File: src/rtl/multicycle_control_if.sv
// Control-unit boundary: instruction/flag/handshake inputs in, datapath controls,
// strobes and trap flags out. The control unit uses "master", the datapath "slave".
interface multicycle_control_if #(
    parameter int ALUOP_W = 4
);
    logic [10:0]        opcode;
    logic               zero;
    logic               imem_ready;
    logic               dmem_ready;

    logic               imem_req;
    logic               ir_write;
    logic               pc_write;
    logic               pc_src;
    logic               reg2loc;
    logic               alusrc;
    logic               mem2reg;
    logic               uncond_branch;
    logic               branch;
    logic [ALUOP_W-1:0] aluop;
    logic [2:0]         signop;
    logic               memread;
    logic               memwrite;
    logic               regwrite;
    logic               illegal;
    logic               timeout;
    logic               instr_done;
    logic [2:0]         state;

    modport master (
        input  opcode, zero, imem_ready, dmem_ready,
        output imem_req, ir_write, pc_write, pc_src, reg2loc, alusrc, mem2reg,
               uncond_branch, branch, aluop, signop, memread, memwrite, regwrite,
               illegal, timeout, instr_done, state
    );

    modport slave (
        output opcode, zero, imem_ready, dmem_ready,
        input  imem_req, ir_write, pc_write, pc_src, reg2loc, alusrc, mem2reg,
               uncond_branch, branch, aluop, signop, memread, memwrite, regwrite,
               illegal, timeout, instr_done, state
    );
endinterface

File: src/rtl/multicycle_control.sv
// Multi-cycle LEGv8 control FSM: FETCH/DECODE/EXEC/MEM/WB with variable-latency
// memory handshakes, illegal-opcode trap and handshake timeout into a sticky HALT.
module multicycle_control #(
    parameter int ALUOP_W     = 4,
    parameter int MEM_TIMEOUT = 16,
    parameter bit EN_MOVZ     = 1'b1
) (
    input logic                  CLK,
    input logic                  Reset_L,
    multicycle_control_if.master bus
);
    typedef enum logic [2:0] {
        S_FETCH  = 3'd0,
        S_DECODE = 3'd1,
        S_EXEC   = 3'd2,
        S_MEM    = 3'd3,
        S_WB     = 3'd4,
        S_HALT   = 3'd7
    } state_e;

    typedef enum logic [2:0] {
        K_NONE, K_LOAD, K_STORE, K_ALU, K_CBZ, K_B
    } kind_e;

    localparam int               CNT_W    = $clog2(MEM_TIMEOUT + 1);
    localparam logic [CNT_W-1:0] CNT_LAST = CNT_W'(MEM_TIMEOUT - 1);

    state_e             state_q;
    kind_e              kind_q, kind_d;
    logic [CNT_W-1:0]   cnt_q;
    logic               reg2loc_q, reg2loc_d;
    logic               alusrc_q, alusrc_d;
    logic               mem2reg_q, mem2reg_d;
    logic               branch_q, branch_d;
    logic               uncond_q, uncond_d;
    logic [ALUOP_W-1:0] aluop_q, aluop_d;
    logic [2:0]         signop_q, signop_d;
    logic               memread_q, memwrite_q;
    logic               illegal_q, timeout_q;

    // Opcode decode; case items are tried in order, so the first match wins.
    always_comb begin
        // NOTE: every output gets a default before the case so no path can infer a latch.
        kind_d    = K_NONE;
        reg2loc_d = 1'b0;
        alusrc_d  = 1'b0;
        mem2reg_d = 1'b0;
        branch_d  = 1'b0;
        uncond_d  = 1'b0;
        aluop_d   = '0;
        signop_d  = 3'b000;
        casez (bus.opcode)
            11'b??111000010: begin
                kind_d = K_LOAD;  alusrc_d = 1'b1; mem2reg_d = 1'b1;
                aluop_d = ALUOP_W'(4'b0010); signop_d = 3'b001;
            end
            11'b??111000000: begin
                kind_d = K_STORE; reg2loc_d = 1'b1; alusrc_d = 1'b1;
                aluop_d = ALUOP_W'(4'b0010); signop_d = 3'b001;
            end
            11'b110100101??: begin
                if (EN_MOVZ) begin
                    kind_d = K_ALU; alusrc_d = 1'b1;
                    aluop_d = ALUOP_W'(4'b1000); signop_d = 3'b100;
                end
            end
            11'b?0?01011???: begin kind_d = K_ALU; aluop_d = ALUOP_W'(4'b0010); end
            11'b?0?10001???: begin kind_d = K_ALU; alusrc_d = 1'b1; aluop_d = ALUOP_W'(4'b0010); end
            11'b?1?01011???: begin kind_d = K_ALU; aluop_d = ALUOP_W'(4'b0110); end
            11'b?1?10001???: begin kind_d = K_ALU; alusrc_d = 1'b1; aluop_d = ALUOP_W'(4'b0110); end
            11'b?0001010???: begin kind_d = K_ALU; aluop_d = ALUOP_W'(4'b0000); end
            11'b?0101010???: begin kind_d = K_ALU; aluop_d = ALUOP_W'(4'b0001); end
            11'b?011010????: begin
                kind_d = K_CBZ; reg2loc_d = 1'b1; branch_d = 1'b1;
                aluop_d = ALUOP_W'(4'b0111); signop_d = 3'b011;
            end
            11'b?00101?????: begin kind_d = K_B; uncond_d = 1'b1; signop_d = 3'b010; end
            default: ;
        endcase
    end

    always_ff @(posedge CLK or negedge Reset_L) begin
        if (!Reset_L) begin
            state_q    <= S_FETCH;
            kind_q     <= K_NONE;
            cnt_q      <= '0;
            reg2loc_q  <= 1'b0;
            alusrc_q   <= 1'b0;
            mem2reg_q  <= 1'b0;
            branch_q   <= 1'b0;
            uncond_q   <= 1'b0;
            aluop_q    <= '0;
            signop_q   <= 3'b000;
            memread_q  <= 1'b0;
            memwrite_q <= 1'b0;
            illegal_q  <= 1'b0;
            timeout_q  <= 1'b0;
        end else begin
            // NOTE: non-blocking default, overridden below only while a handshake waits.
            cnt_q <= '0;
            unique case (state_q)
                S_FETCH: begin
                    if (bus.imem_ready) begin
                        state_q <= S_DECODE;
                    end else if (cnt_q == CNT_LAST) begin
                        timeout_q <= 1'b1;
                        state_q   <= S_HALT;
                    end else begin
                        cnt_q <= cnt_q + CNT_W'(1);
                    end
                end
                S_DECODE: begin
                    kind_q    <= kind_d;
                    reg2loc_q <= reg2loc_d;
                    alusrc_q  <= alusrc_d;
                    mem2reg_q <= mem2reg_d;
                    branch_q  <= branch_d;
                    uncond_q  <= uncond_d;
                    aluop_q   <= aluop_d;
                    signop_q  <= signop_d;
                    if (kind_d == K_NONE) begin
                        illegal_q <= 1'b1;
                        state_q   <= S_HALT;
                    end else begin
                        state_q <= S_EXEC;
                    end
                end
                S_EXEC: begin
                    if (kind_q == K_CBZ || kind_q == K_B) begin
                        state_q <= S_FETCH;
                    end else if (kind_q == K_LOAD) begin
                        memread_q <= 1'b1;
                        state_q   <= S_MEM;
                    end else if (kind_q == K_STORE) begin
                        memwrite_q <= 1'b1;
                        state_q    <= S_MEM;
                    end else begin
                        state_q <= S_WB;
                    end
                end
                S_MEM: begin
                    if (bus.dmem_ready) begin
                        memread_q  <= 1'b0;
                        memwrite_q <= 1'b0;
                        state_q    <= (kind_q == K_LOAD) ? S_WB : S_FETCH;
                    end else if (cnt_q == CNT_LAST) begin
                        memread_q  <= 1'b0;
                        memwrite_q <= 1'b0;
                        timeout_q  <= 1'b1;
                        state_q    <= S_HALT;
                    end else begin
                        cnt_q <= cnt_q + CNT_W'(1);
                    end
                end
                S_WB:    state_q <= S_FETCH;
                S_HALT:  state_q <= S_HALT;
                default: state_q <= S_HALT;
            endcase
        end
    end

    // Single-cycle strobes follow the state and the ready input of that cycle.
    // Fetch is gated by Reset_L so nothing is requested while reset is held.
    logic in_fetch, exec_branch, store_done, in_wb, retire;

    assign in_fetch    = (state_q == S_FETCH) && Reset_L;
    assign exec_branch = (state_q == S_EXEC) && (kind_q == K_CBZ || kind_q == K_B);
    assign store_done  = (state_q == S_MEM) && (kind_q == K_STORE) && bus.dmem_ready;
    assign in_wb       = (state_q == S_WB);
    assign retire      = exec_branch || store_done || in_wb;

    assign bus.imem_req      = in_fetch;
    assign bus.ir_write      = in_fetch && bus.imem_ready;
    assign bus.pc_write      = retire;
    assign bus.pc_src        = exec_branch && (uncond_q || (branch_q && bus.zero));
    assign bus.regwrite      = in_wb;
    assign bus.instr_done    = retire;
    assign bus.reg2loc       = reg2loc_q;
    assign bus.alusrc        = alusrc_q;
    assign bus.mem2reg       = mem2reg_q;
    assign bus.branch        = branch_q;
    assign bus.uncond_branch = uncond_q;
    assign bus.aluop         = aluop_q;
    assign bus.signop        = signop_q;
    assign bus.memread       = memread_q;
    assign bus.memwrite      = memwrite_q;
    assign bus.illegal       = illegal_q;
    assign bus.timeout       = timeout_q;
    assign bus.state         = state_q;
endmodule

File: src/flat_wrapper.sv
// flat-port wrapper written by rule: the top's interface ports become plain ports
module multicycle_control_flat 
#(
    parameter int ALUOP_W     = 4,
    parameter int MEM_TIMEOUT = 16,
    parameter bit EN_MOVZ     = 1'b1
)
  (CLK, Reset_L, bus_opcode, bus_zero, bus_imem_ready, bus_dmem_ready, bus_imem_req, bus_ir_write, bus_pc_write, bus_pc_src, bus_reg2loc, bus_alusrc, bus_mem2reg, bus_uncond_branch, bus_branch, bus_aluop, bus_signop, bus_memread, bus_memwrite, bus_regwrite, bus_illegal, bus_timeout, bus_instr_done, bus_state);
  multicycle_control_if #(.ALUOP_W(ALUOP_W)) bus_i ();
  input logic CLK;
  input logic Reset_L;
  input wire logic [$bits(bus_i.opcode)-1:0] bus_opcode;
  input wire logic [$bits(bus_i.zero)-1:0] bus_zero;
  input wire logic [$bits(bus_i.imem_ready)-1:0] bus_imem_ready;
  input wire logic [$bits(bus_i.dmem_ready)-1:0] bus_dmem_ready;
  output wire logic [$bits(bus_i.imem_req)-1:0] bus_imem_req;
  output wire logic [$bits(bus_i.ir_write)-1:0] bus_ir_write;
  output wire logic [$bits(bus_i.pc_write)-1:0] bus_pc_write;
  output wire logic [$bits(bus_i.pc_src)-1:0] bus_pc_src;
  output wire logic [$bits(bus_i.reg2loc)-1:0] bus_reg2loc;
  output wire logic [$bits(bus_i.alusrc)-1:0] bus_alusrc;
  output wire logic [$bits(bus_i.mem2reg)-1:0] bus_mem2reg;
  output wire logic [$bits(bus_i.uncond_branch)-1:0] bus_uncond_branch;
  output wire logic [$bits(bus_i.branch)-1:0] bus_branch;
  output wire logic [$bits(bus_i.aluop)-1:0] bus_aluop;
  output wire logic [$bits(bus_i.signop)-1:0] bus_signop;
  output wire logic [$bits(bus_i.memread)-1:0] bus_memread;
  output wire logic [$bits(bus_i.memwrite)-1:0] bus_memwrite;
  output wire logic [$bits(bus_i.regwrite)-1:0] bus_regwrite;
  output wire logic [$bits(bus_i.illegal)-1:0] bus_illegal;
  output wire logic [$bits(bus_i.timeout)-1:0] bus_timeout;
  output wire logic [$bits(bus_i.instr_done)-1:0] bus_instr_done;
  output wire logic [$bits(bus_i.state)-1:0] bus_state;
  assign bus_i.opcode = bus_opcode;
  assign bus_i.zero = bus_zero;
  assign bus_i.imem_ready = bus_imem_ready;
  assign bus_i.dmem_ready = bus_dmem_ready;
  assign bus_imem_req = bus_i.imem_req;
  assign bus_ir_write = bus_i.ir_write;
  assign bus_pc_write = bus_i.pc_write;
  assign bus_pc_src = bus_i.pc_src;
  assign bus_reg2loc = bus_i.reg2loc;
  assign bus_alusrc = bus_i.alusrc;
  assign bus_mem2reg = bus_i.mem2reg;
  assign bus_uncond_branch = bus_i.uncond_branch;
  assign bus_branch = bus_i.branch;
  assign bus_aluop = bus_i.aluop;
  assign bus_signop = bus_i.signop;
  assign bus_memread = bus_i.memread;
  assign bus_memwrite = bus_i.memwrite;
  assign bus_regwrite = bus_i.regwrite;
  assign bus_illegal = bus_i.illegal;
  assign bus_timeout = bus_i.timeout;
  assign bus_instr_done = bus_i.instr_done;
  assign bus_state = bus_i.state;
  multicycle_control #(.ALUOP_W(ALUOP_W), .MEM_TIMEOUT(MEM_TIMEOUT), .EN_MOVZ(EN_MOVZ)) u_core (.CLK(CLK), .Reset_L(Reset_L), .bus(bus_i));
endmodule
File: config.mk
export PLATFORM = sky130hd
export DESIGN_NAME = multicycle_control_flat
export DESIGN_NICKNAME = d
export VERILOG_FILES = /design/src/rtl/multicycle_control_if.sv /design/src/rtl/multicycle_control.sv /design/src/flat_wrapper.sv
export SDC_FILE = /design/constraint.sdc
export NUM_CORES = 1
export LEC_CHECK = 0
export CORE_MARGIN = 2
export CORE_UTILIZATION = 51
export DETAILED_ROUTE_END_ITERATION = 8
export PLACE_DENSITY = 0.81
export SYNTH_ARGS = -nofsm -noshare
export SYNTH_HDL_FRONTEND = slang
export SYNTH_SLANG_ARGS = --single-unit
File: constraint.sdc
create_clock -name CLK -period 3.07 [get_ports CLK]
set_input_delay 0.4605 -clock CLK [delete_from_list [all_inputs] [get_ports CLK]]
set_output_delay 0.4605 -clock CLK [all_outputs]
set_load 0.01 [all_outputs]
==> impl_metrics.toml, run 1 <==
[timing]
finalClockSkew_ps = 3.193
tightest_slew_ps = 486.4
hold_viol = 0
tns_ps = 0
slew-limit-headroom_pct = 67.51
setup_slack_ps = 549.2
max_freq_mhz = 396.7
setup_viol = 0
min_period_over_period_pct = 82.11
fin_crit_ps = 2521
rsz0062_at_grt = "false"
holdWs_ps = 487.6
drv_slew = 0

[drt]
routed_via_density = 6.018
routed_wl_um = 3456
route.detailed.drc = 0
vias = 1306
drt_iter0_markers = 63
ant_nets = 0
post_drt_wl_per_cell_um = 15.93
dr.pass1.iters = 4

[power_and_ir_drop]
switching_power_uw = 128.4
power.internal_uw = 435.6
clkPwrFrac_pct = 26.9
p_sw_share_pct = 22.77
pwr-share-seq_pct = 63.6
peakVddDrop_mv = 0.2348
p_per_area_nw_per_um2 = 298.4
leakage_uw = 0.0007371
combPwrFrac_pct = 9.5

[critical_path]
cp.required_ps = 2610
critPathBufInv = 1
critPathArrivalTime_ps = 2060
crit_path_end_kind = "primary output"
cp_slowest_cell = "dfrtp_1"
crit_chain = "nor3b_1 > a41oi_1 > o21bai_1 > clkdlybuf4s50_1"
startpoint_type = "flop"
cp_max_fo = 17
slowest_delay_ps = 560
critical_path_class = "flop to primary output"
cp_top_family = "flip-flops"

[finish]
diodes = 0
fill_cells = 237
drive_gt1_share_pct = 5.914
syn_to_final_growth_pct = 30.60
nets = 204

[yosys]
synth.distinct_cells = 46
syn_nets = 165
synth_top_area_cell = "dfrtp_1"
syn_area_um2 = 1448
synth-seq-cells = 27
ys_warn_count = 0
synthCells = 148
synth-edff-count = 0
ys_seq_area_share_pct = 46.67
synth-async-reset-ratio_pct = 100.0
synth_area_per_cell_um2 = 9.781
synthFlopType = "dfrtp_1"
synth_top_area_share_pct = 46.67
ys_top_cells_by_area = "dfrtp_1, a31oi_1, o21ai_0"

[global_route]
grt_pass1_vias = 1297
grt-ovfl-total = 0
antenna_found_initial = 0
grt_pass1_wl_um = 5713
grt_max_degree = 28
grt_usage_pct = 22.41

[floorplan]
die_h_um = 57.28
placementRows = 19
pin_count = 41
die_w_um = 57.28
core-area_um2 = 2734
initial_utilization_pct = 52.95
die_area_um2 = 3280

[outcome]
status = "complete, no violations"

[placed_design]
preCtsSetupSlack_ps = 619.4
gp_congestion = 0.8741
io_buffers = 40
hpwl_um = 2607

[clock_network]
path_clk_slew_ps = 140
numClockSinks = 27
cts_setup_buffers = 0
cts_hold_buf = 0
cts-root-buf = "clkbuf_4"
cts_tree = "yes"
cts-resized-gates = 0
numCtsBuffers = 3
cts.path.max_buffers = 2
htree_levels = 1
worstSkewPairLatency_ps = 320

[flow_run]
max_cap_viol_count = 0

[hold_path]
hold_path_class = "flop to flop"
-- cell families after synthesis --
family | share of synthesized area (%)
flops | 46.67
mux | 1.556
compound gates | 18.06
simple gates | 27.31
buf+inv | 3.111
xor+xnor | 2.420
fa+ha+maj | 0.8642
-- cells in the mapped netlist, drive strengths merged (2+ instances only) --
master   number
nor3b         7
clkbuf        4
o21bai        2
buf           4
inv           2
and2          3
o22ai         3
nor4b         3
o21ai        11
nand4bb       3
dfrtp        27
xor2          2
nor2         12
nand2        10
or3           2
a21o          3
o211ai        2
nand2b        4
mux2          2
nor3          2
xnor2         2
nand3         4
a21oi         5
nor2b         2
a31oi         9
-- per-layer routing --
| metal | global-route usage, % | vias to the layer above | wire [µm] |
|---|---|---|---|
| met2 | 40.23 | 33 | 1793 |
| met1 | 26.65 | 640 | 1483 |
| met4 | 10.63 | 0 | 59 |
| met5 | 0 | - | 0 |
| li1 | - | 625 | - |
| met3 | 2.494 | 8 | 120 |
-- layout make-up --
class | instances | area [µm²] | area share [%]
Clock buffer | 4 | 26.28 | 1.390
Sequential cell | 27 | 675.6 | 35.74
Inverter | 2 | 7.507 | 0.3971
Multi-Input combinational cell | 111 | 726.9 | 38.45
Timing Repair Buffer | 42 | 415.4 | 21.97
Tap cell | 31 | 38.79 | 2.052
-- final timing paths --
check / from / to / slack [ps] / cells past startpoint
worst max-delay path: u_core.bus.state[0]$_DFF_PN0_ / bus_instr_done / 550 / 4
worst min-delay path: u_core.cnt_q[0]$_DFF_PN0_ / u_core.cnt_q[0]$_DFF_PN0_ / 490 / 1
worst max register to register: u_core.bus.state[0]$_DFF_PN0_ / u_core.kind_q[0]$_DFFE_PN0P_ / 1120 / 3
worst min register to register: u_core.cnt_q[0]$_DFF_PN0_ / u_core.cnt_q[0]$_DFF_PN0_ / 490 / 1
max in group asynchronous: Reset_L / u_core.bus.signop[1]$_DFFE_PN0P_ / 2270 / 2
min in group asynchronous: Reset_L / u_core.bus.memread$_DFFE_PN0P_ / 550 / 2
-- worst register-to-register path, stage by stage (launching register included) --
cell,delay [ps]
dfrtp_1,640
or3b_1,600
a211o_1,420
o22a_1,200
-- stage by stage --
| step | instance area (µm²) | std cells | power [µW] | utilization (%) |
|---|---|---|---|---|
| floorplan | 1448 | 148 | 379.8 | - |
| detailed placement | 1864 | 213 | 418.9 | 68.19 |
| global route | 1891 | 217 | 584.9 | 69.15 |
| CTS | 1891 | 217 | 570.3 | 69.15 |
| global placement | 1864 | 213 | 416.4 | 68.19 |
| finish | 1891 | 217 | 564.1 | 69.15 |
-- sequential cells by signal (all words and copies together) (netlist names) --
register / flops
u_core.bus.uncond_branch: 1
u_core.bus.mem2reg: 1
u_core.kind_q: 3
u_core.bus.timeout: 1
u_core.bus.state: 3
u_core.bus.signop: 3
u_core.bus.memread: 1
u_core.bus.aluop: 4
u_core.cnt_q: 5
u_core.bus.memwrite: 1
u_core.bus.alusrc: 1
u_core.bus.branch: 1
u_core.bus.reg2loc: 1
u_core.bus.illegal: 1
-- power by group through the flow --
stage / Combinational (µW) / Sequential [µW] / Clock (µW)
global placement: 51.0 / 365 / 0
global route: 58.4 / 359 / 167
finish: 53.3 / 359 / 152
detailed placement: 53.4 / 365 / 0
floorplan: 15.0 / 365 / 0
CTS: 53.6 / 359 / 158
-- layout by cell type, fill, tap and decap left out, drive strengths merged, types with 2 or more instances in the layout --
cell type / instances
a21o: 3
a21oi: 5
a31oi: 9
and2: 3
buf: 2
clkbuf: 4
clkdlybuf4s50: 40
dfrtp: 27
inv: 2
mux2: 2
nand2: 10
nand2b: 4
nand3: 4
nand4bb: 3
nor2: 12
nor2b: 2
nor3: 2
nor3b: 7
nor4b: 3
o211ai: 2
o21ai: 11
o21bai: 2
o22ai: 3
or3: 2
xnor2: 2
xor2: 2
No activity file was read; power rests on OpenSTA's default activity.
==> run 2: changes to the inputs <==
- CORE_UTILIZATION: 51 -> 42
- PLACE_DENSITY: 0.81 -> 0.71
- clock period: 3.07 -> 2.25 ns (I/O delays scaled with it)
==> run 2 against run 1 <==
Compared with the run above: count of clock-buffer cells in the layout unchanged; wire length down 5.6%; first-iteration DRC count up 52%; critical path type unchanged; critical endpoint is now bus_pc_src.
==> impl_metrics.toml, run 2 (same netlist as run 1, synthesis figures left out) <==
[timing]
tns_ps = 0
holdWs_ps = 437.7
hold_viol = 0
max_freq_mhz = 464.4
drv_slew = 0
finalClockSkew_ps = 14.51
tightest_slew_ps = 439.2
rsz0062_at_grt = "false"
min_period_over_period_pct = 95.71
fin_crit_ps = 2153
slew-limit-headroom_pct = 70.66
setup_viol = 0

[floorplan]
die_area_um2 = 3933
core-area_um2 = 3311
die_h_um = 62.71
pin_count = 41
initial_utilization_pct = 43.73
placementRows = 21
die_w_um = 62.71

[placed_design]
placedInstanceArea_um2 = 1913
io_buffers = 40
hpwl_um = 2467
gp_congestion = 0.8677

[power_and_ir_drop]
p_per_area_nw_per_um2 = 390.0
combPwrFrac_pct = 9.6
pwr-share-seq_pct = 63.4
p_sw_share_pct = 22.58
switching_power_uw = 173.9
peakVddDrop_mv = 0.2008
power.internal_uw = 596.1
leakage_uw = 0.0008131
clkPwrFrac_pct = 26.9

[finish]
nets = 209
final_cell_area_um2 = 1974
mostFrequentLayoutCell = "clkdlybuf4s50_1"
layout_common_cells = "clkdlybuf4s50_1, dfrtp_1, nor2_1"
largest_reg_flops = 5
diodes = 0
max_flop_register = "u_core.cnt_q"
drive_gt1_share_pct = 10.47
syn_to_final_growth_pct = 36.39
fill_cells = 312

[clock_network]
numCtsBuffers = 3
cts_hold_buf = 0
htree_levels = 1
cts.path.max_buffers = 2
cts-root-buf = "clkbuf_4"
numClockSinks = 27
cts_tree = "yes"
path_clk_slew_ps = 140
worstSkewPairLatency_ps = 330

[drt]
routed_wl_um = 3262
route.met2.wl_um = 1637
post_drt_wl_per_cell_um = 13.76
vias = 1298
ant_nets = 0
routed-wl-met3_um = 140
routed_via_density = 5.477
route.detailed.drc = 0
m1WireLength_um = 1417
dr.pass1.iters = 4
drt_iter0_markers = 96
routed.top_layer = "met4"

[hold_path]
hold_path_class = "primary input to asynchronous set/reset pin"

[critical_path]
cp_max_fo = 7
ff2ff_path_depth = 4
cp.required_ps = 1910
startpoint_type = "flop"
critPathArrivalTime_ps = 1820
critical_path_class = "flop to primary output"
crit_path_end_kind = "primary output"

[outcome]
status = "complete, no violations"

[global_route]
grt_pass1_vias = 1264
grt-ovfl-total = 0
grt_pass1_wl_um = 5540
antenna_found_initial = 0
grt_max_degree = 28
grt_usage_pct = 17.38

[flow_run]
max_cap_viol_count = 0
-- run 2: changes by cell type in the layout (fill, tap and decap cells not counted) --
cell	before	now
buf_4	2	7
dlymetal6s2s_1	0	2
nor4b_1	3	2
clkdlybuf4s50_1	40	38
dfrtp_1	27	25
nor3b_1	6	5
nor4b_4	0	1
nor3b_2	1	2
dfrtp_2	0	2
-- run 2: worst max-delay path: stages, from the launching register on --
cell,delay [ps]
dfrtp_2,500
nor3b_2,230
nor3b_1,200
clkdlybuf4s50_1,560
-- run 2: final cells by class --
type	count	area [µm²]	share of cell area, %
inverters	2	7.507	0.3802
clock buffers	4	26.28	1.331
multi-input cells	111	747.0	37.83
repair buffers	47	457.9	23.19
flip-flops and latches	27	678.2	34.35
well taps	46	57.56	2.915
-- run 2: power by group through the flow --
stage / logic, µW / registers, µW / clock network (µW)
global placement: 72.0 / 497 / 0
finish: 74.1 / 488 / 207
CTS: 74.6 / 489 / 210
floorplan: 20.4 / 498 / 0
global route: 81.5 / 489 / 232
detailed placement: 74.2 / 498 / 0
-- run 2: worst paths after layout --
path                                                startpoint                              to  slack [ps]
max in group asynchronous                              Reset_L   u_core.bus.state[1]$_DFF_PN0_        1550
worst max-delay path             u_core.bus.state[0]$_DFF_PN0_                      bus_pc_src         100
worst min-delay path                                   Reset_L   u_core.bus.state[2]$_DFF_PN0_         440
worst max register to register   u_core.bus.state[2]$_DFF_PN0_    u_core.kind_q[0]$_DFFE_PN0P_         290
min in group CLK                u_core.bus.timeout$_DFFE_PN0P_  u_core.bus.timeout$_DFFE_PN0P_         470
worst min register to register  u_core.bus.timeout$_DFFE_PN0P_  u_core.bus.timeout$_DFFE_PN0P_         470
-- run 2: layer usage --
layer  GRT usage [%]  up-vias
met4           7.500        0
met2           29.57       37
li1                -      643
met5               0        -
met3           2.162        7
met1           22.26      611
-- run 2: timing repair --
item                       CTS  global route
setup endpoints to repair    3             6
buffers inserted             0             1
resized for setup            2             5
pin swaps                    0             0
-- run 2: per-stage QoR --
| stage | power, µW | util, % | cells | setup WS [ps] |
|---|---|---|---|---|
| after floorplan | 518.3 | - | 148 | 469.5 |
| after global placement | 569.4 | 57.79 | 232 | 89.13 |
| after detailed placement | 571.9 | 57.79 | 232 | 52.99 |
| after CTS | 773.5 | 58.77 | 236 | 6.193 |
| after global routing | 802.7 | 59.64 | 237 | 26.09 |
| final | 770.0 | 59.64 | 237 | 96.57 |
